<file path="src/rtl/sine_sequencer.sv">
// Sine-burst phase sequencer: walks an 8-bit phase accumulator at a divided
// sample rate and emits quarter-wave LUT addresses plus a half-wave sign bit.
module sine_sequencer (
  input  logic       clk,
  input  logic       rst,
  input  logic       start,
  input  logic       stop,
  input  logic [1:0] stepSel,
  input  logic [7:0] prescale,
  input  logic [3:0] periods,
  output logic [5:0] addr,
  output logic       signBit,
  output logic       sampleValid,
  output logic       busy,
  output logic       done,
  output logic [1:0] dbg_state
);

  localparam logic [1:0] S_IDLE = 2'd0;
  localparam logic [1:0] S_RUN  = 2'd1;
  localparam logic [1:0] S_DONE = 2'd2;

  logic [1:0] state_q, state_d;
  logic [7:0] phase_q, phase_d;
  logic [7:0] div_q, div_d;
  logic [3:0] rem_q, rem_d;
  logic [1:0] step_sel_q, step_sel_d;
  logic [7:0] prescale_q, prescale_d;
  logic [3:0] periods_q, periods_d;
  logic [5:0] addr_q, addr_d;
  logic       sign_q, sign_d;
  logic       valid_q, valid_d;

  logic [7:0] step;
  logic [8:0] phase_sum;
  logic       finished;

  assign step      = 8'd1 << step_sel_q;
  assign phase_sum = {1'b0, phase_q} + {1'b0, step};
  // A finite burst has delivered its last sample once the period count hits 0.
  assign finished  = (periods_q != 4'd0) && (rem_q == 4'd0);

  always_comb begin
    state_d    = state_q;
    phase_d    = phase_q;
    div_d      = div_q;
    rem_d      = rem_q;
    step_sel_d = step_sel_q;
    prescale_d = prescale_q;
    periods_d  = periods_q;
    addr_d     = addr_q;
    sign_d     = sign_q;
    valid_d    = 1'b0;
    case (state_q)
      S_IDLE: begin
        if (start && !stop) begin
          state_d    = S_RUN;
          step_sel_d = stepSel;
          prescale_d = prescale;
          periods_d  = periods;
          phase_d    = 8'd0;
          div_d      = prescale;
          rem_d      = periods;
        end
      end
      S_RUN: begin
        if (stop || finished) begin
          state_d = S_DONE;
        end else if (div_q == 8'd0) begin
          // Sample reflects the phase before this tick's increment.
          valid_d = 1'b1;
          addr_d  = phase_q[6] ? ~phase_q[5:0] : phase_q[5:0];
          sign_d  = phase_q[7];
          phase_d = phase_sum[7:0];
          div_d   = prescale_q;
          if (phase_sum[8] && (periods_q != 4'd0)) begin
            rem_d = rem_q - 4'd1;
          end
        end else begin
          div_d = div_q - 8'd1;
        end
      end
      S_DONE: begin
        state_d = S_IDLE;
      end
      default: begin
        state_d = S_IDLE;
      end
    endcase
  end

  always_ff @(posedge clk or negedge rst) begin
    if (!rst) begin
      state_q    <= S_IDLE;
      phase_q    <= 8'd0;
      div_q      <= 8'd0;
      rem_q      <= 4'd0;
      step_sel_q <= 2'd0;
      prescale_q <= 8'd0;
      periods_q  <= 4'd0;
      addr_q     <= 6'd0;
      sign_q     <= 1'b0;
      valid_q    <= 1'b0;
    end else begin
      state_q    <= state_d;
      phase_q    <= phase_d;
      div_q      <= div_d;
      rem_q      <= rem_d;
      step_sel_q <= step_sel_d;
      prescale_q <= prescale_d;
      periods_q  <= periods_d;
      addr_q     <= addr_d;
      sign_q     <= sign_d;
      valid_q    <= valid_d;
    end
  end

  assign addr        = addr_q;
  assign signBit     = sign_q;
  assign sampleValid = valid_q;
  assign busy        = (state_q == S_RUN);
  assign done        = (state_q == S_DONE);
  assign dbg_state   = state_q;

endmodule

</file>
<file path="config.mk">
export PLATFORM = sky130hd
export DESIGN_NAME = sine_sequencer
export DESIGN_NICKNAME = d
export VERILOG_FILES = /design/src/rtl/sine_sequencer.sv
export SDC_FILE = /design/constraint.sdc
export NUM_CORES = 1
export LEC_CHECK = 0
export BUFFER_PORTS_ARGS = -buffer_cell sky130_fd_sc_hd__buf_2
export CAP_MARGIN = 25
export CORE_MARGIN = 2
export CORE_UTILIZATION = 45
export DETAILED_ROUTE_END_ITERATION = 8
export PLACE_DENSITY = 0.75
export SLEW_MARGIN = 0
export SYNTH_ARGS = -nofsm -noshare
export SYNTH_HDL_FRONTEND = slang
export SYNTH_SLANG_ARGS = --single-unit
</file>
<file path="constraint.sdc">
create_clock -name clk -period 2.73 [get_ports clk]
set_clock_uncertainty 0.1 [all_clocks]
set_input_delay 0.819 -clock clk [delete_from_list [all_inputs] [get_ports clk]]
set_output_delay 0.819 -clock clk [all_outputs]
set_load 0.005 [all_outputs]
</file>
==> results.cfg <==
[grt]
grt_pass1_wl_um = 9020
grt_max_degree = 45
grtUsageTotal = 0.192
grtUsageMet3 = 0.0400
use_met2 = 0.321
grtUsageMet1 = 0.240
grt.overflow.total = 0
antenna_found_initial = 0
grt_pass1_vias = 1949
grt-busiest-layer = met2

[finish]
area_delta_synth_final_pct = 13.9
regArea_mm2 = 0.00110
multiInputGateArea_mm2 = 0.00120
antenna_cells = 0
stdcell_area_mm2 = 0.00271
nets = 318
n_fill_cell = 512
drive_gt1_frac = 0.186

[floorplanning]
design.die.area_mm2 = 0.00589
initial_core_util = 0.466
fp.dieW_um = 76.8
io_pins = 30
fp.dieH_um = 76.8
fp.coreArea_mm2 = 0.00511
std_cell_rows = 26

[pwr]
finalPower_mw = 2.09
irDropWorstVdd_v = 0.000303
p_leak_nw = 1.33
p_per_area_mw_per_mm2 = 770

[critical_path]
slowest_stage = or4_4
crit_family = compound AO/OA/AOI/OAI gates
crit_start = periods_q[1]$_DFFE_PN0P_
arrival_ns = 2.61
critical_path_class = register to register
r2r-start = periods_q[1]$_DFFE_PN0P_
r2r_slack_ns = 0.26
startpoint_type = register
cp_slowest_stage_delay_ns = 0.57
cp_cell_sequence = or4_4 -> a311oi_4 -> nor2_1 -> clkinv_1 -> o21a_1 -> o22a_1
end_kind = register
path_max_fanout = 18
critPathBufInv = 1
cp.required_ns = 2.87

[synth]
synth_cell_types = 49
async_flop_share = 1.00
syn-cell-area_mm2 = 0.00238
synth.avg_cell_area_um2 = 9.20
ys_warn_count = 0
synth_edf_count = 0
synthMostInstantiatedCell = nand2_1
synth_flop_cell = dfrtp_1
yosys.area.top_type = dfrtp_1
synthCells = 259
synth_area_leaders = dfrtp_1 (46%), nand2_1 (10%), ha_1 (4.7%), nor2_1 (3.3%), xnor2_1 (3.3%)
synth_fp_nets = 287
synth_commonest_cells = nand2_1 (65), dfrtp_1 (44), nor2_1 (21)
yosysTopAreaCellShare = 0.462
synth-seq-cells = 44
synth-seq-area-share = 0.462

[sta]
fin_crit_sh = 0.903
worst_slew_pin_slew_ns = 0.551
setup-violations-final = 0
layout_min_cycle_time_ns = 2.47
final-max-slew-violation-count = 0
max_freq_ghz = 0.406
hold_violations = 0
relSlewSlack = 0.632
rsz0062_at_grt = no
setup-tns-final_ns = 0

[hold_path]
hp-class = register to register
hp-start = addr[1]$_DFFE_PN0P_

[run]
max-cap-violations = 0

[cts]
clockRootBuffer = clkbuf_8
cts_resized = 0
hold_buffers = 0
numCtsBuffers = 5
clock_path_buffers = 2
htree_levels = 2
numClockSinks = 44
clkSlewWorstSetupHoldPaths_ns = 0.08
cts_tree = built
postCtsSetupRepairBufs = 0
clk_latency_ns = 0.29

[detailed_routing]
antenna_left = 0
drt_iter0_drc = 90
first_pass_iters = 4
viasPerCell = 5.37
drt_wl_total_um = 5180
route.vias.total = 1939
drc_errors = 0
wl_per_cell_um = 14.3

[place]
dpl_cell_area_mm2 = 0.00262
dp_hpwl_um = 3730
io_buffer_count = 29
gp_congestion = 0.850

[status]
status = finished clean
[layout by cell type, fill, tap and decap left out, types with 2 or more instances in the layout]
cell and instances:
ha_1 9, inv_1 5, nand2b_1 2, dfrtp_1 44, xor2_1 4, nand3_1 8
nor3_1 2, xnor2_1 9, o211ai_1 3, mux2_2 3, nor3_4 2, nand4_1 4
nor2_1 21, nand2_1 65, a41oi_1 3, clkbuf_1 2, buf_2 29, a21oi_1 5
o22ai_1 2, buf_4 8, clkinv_1 2, a211oi_1 3, o21ai_0 12, nor2b_1 4
clkbuf_8 6, o21a_1 2, a31oi_1 7, or4_1 2, o22a_1 2
[stage by stage]
step,worst slack (ns),hold WS (ns),util,instances
CTS,0.276,0.382,0.531,361
floorplan,0.556,0.340,-,259
global route,0.139,0.402,0.531,361
finish,0.264,0.373,0.531,361
global placement,0.256,0.357,0.514,353
detailed placement,0.184,0.362,0.514,353
[layout make-up]
class / count / share of cell area
multi-input cells: 195 / 0.444
flip-flops and latches: 44 / 0.406
repair buffers: 37 / 0.0756
clock buffers: 8 / 0.0332
well taps: 70 / 0.0323
inverters: 7 / 0.00968
[report_power, final]
| group | leakage (nW) | internal [mW] | switching (mW) | total (mW) |
|---|---|---|---|---|
| combinational | 0.726 | 0.306 | 0.373 | 0.679 |
| sequential | 0.557 | 0.821 | 0.177 | 0.998 |
| clock | 0.0455 | 0.206 | 0.208 | 0.414 |
| total | 1.33 | 1.33 | 0.758 | 2.09 |
[flip-flops by register name, indices dropped and copies added, names as in the netlist]
register and flops:
signBit 1, step_sel_q 2, div_q 8, periods_q 4, addr 6, sampleValid 1, dbg_state 2, phase_q 8
rem_q 4, prescale_q 8
[worst min-delay path: stages, from the launching register on]
cell and delay (ns):
dfrtp_1 0.34, nand2_1 0.04, o21ai_0 0.06
[path summary, 6_finish.rpt]
path,to,cells after the start
max in group asynchronous,div_q[1]$_DFFE_PN0P_,2
min reg2reg,addr[1]$_DFFE_PN0P_,2
max reg2reg,rem_q[1]$_DFFE_PN0P_,6
min,addr[1]$_DFFE_PN0P_,2
max,rem_q[1]$_DFFE_PN0P_,6
min in group asynchronous,periods_q[2]$_DFFE_PN0P_,2
[cell families after synthesis]
kind of cell,after synthesis,share of synthesized area
AOI/OAI and AO/OA,49,0.146
xor gates and xnor gates,13,0.0478
adders and majority gates,10,0.0557
muxes,4,0.0184
buffers and inverters,20,0.0352
and+or+nand+nor,119,0.235
DFF,44,0.462
[layer usage]
layer / wire length, um / vias up
li1: - / 961
met1: 2390 / 934
met2: 2510 / 34
met3: 166 / 10
met4: 108 / 0
met5: 0 / -
Power figures use the tool's default switching activity.
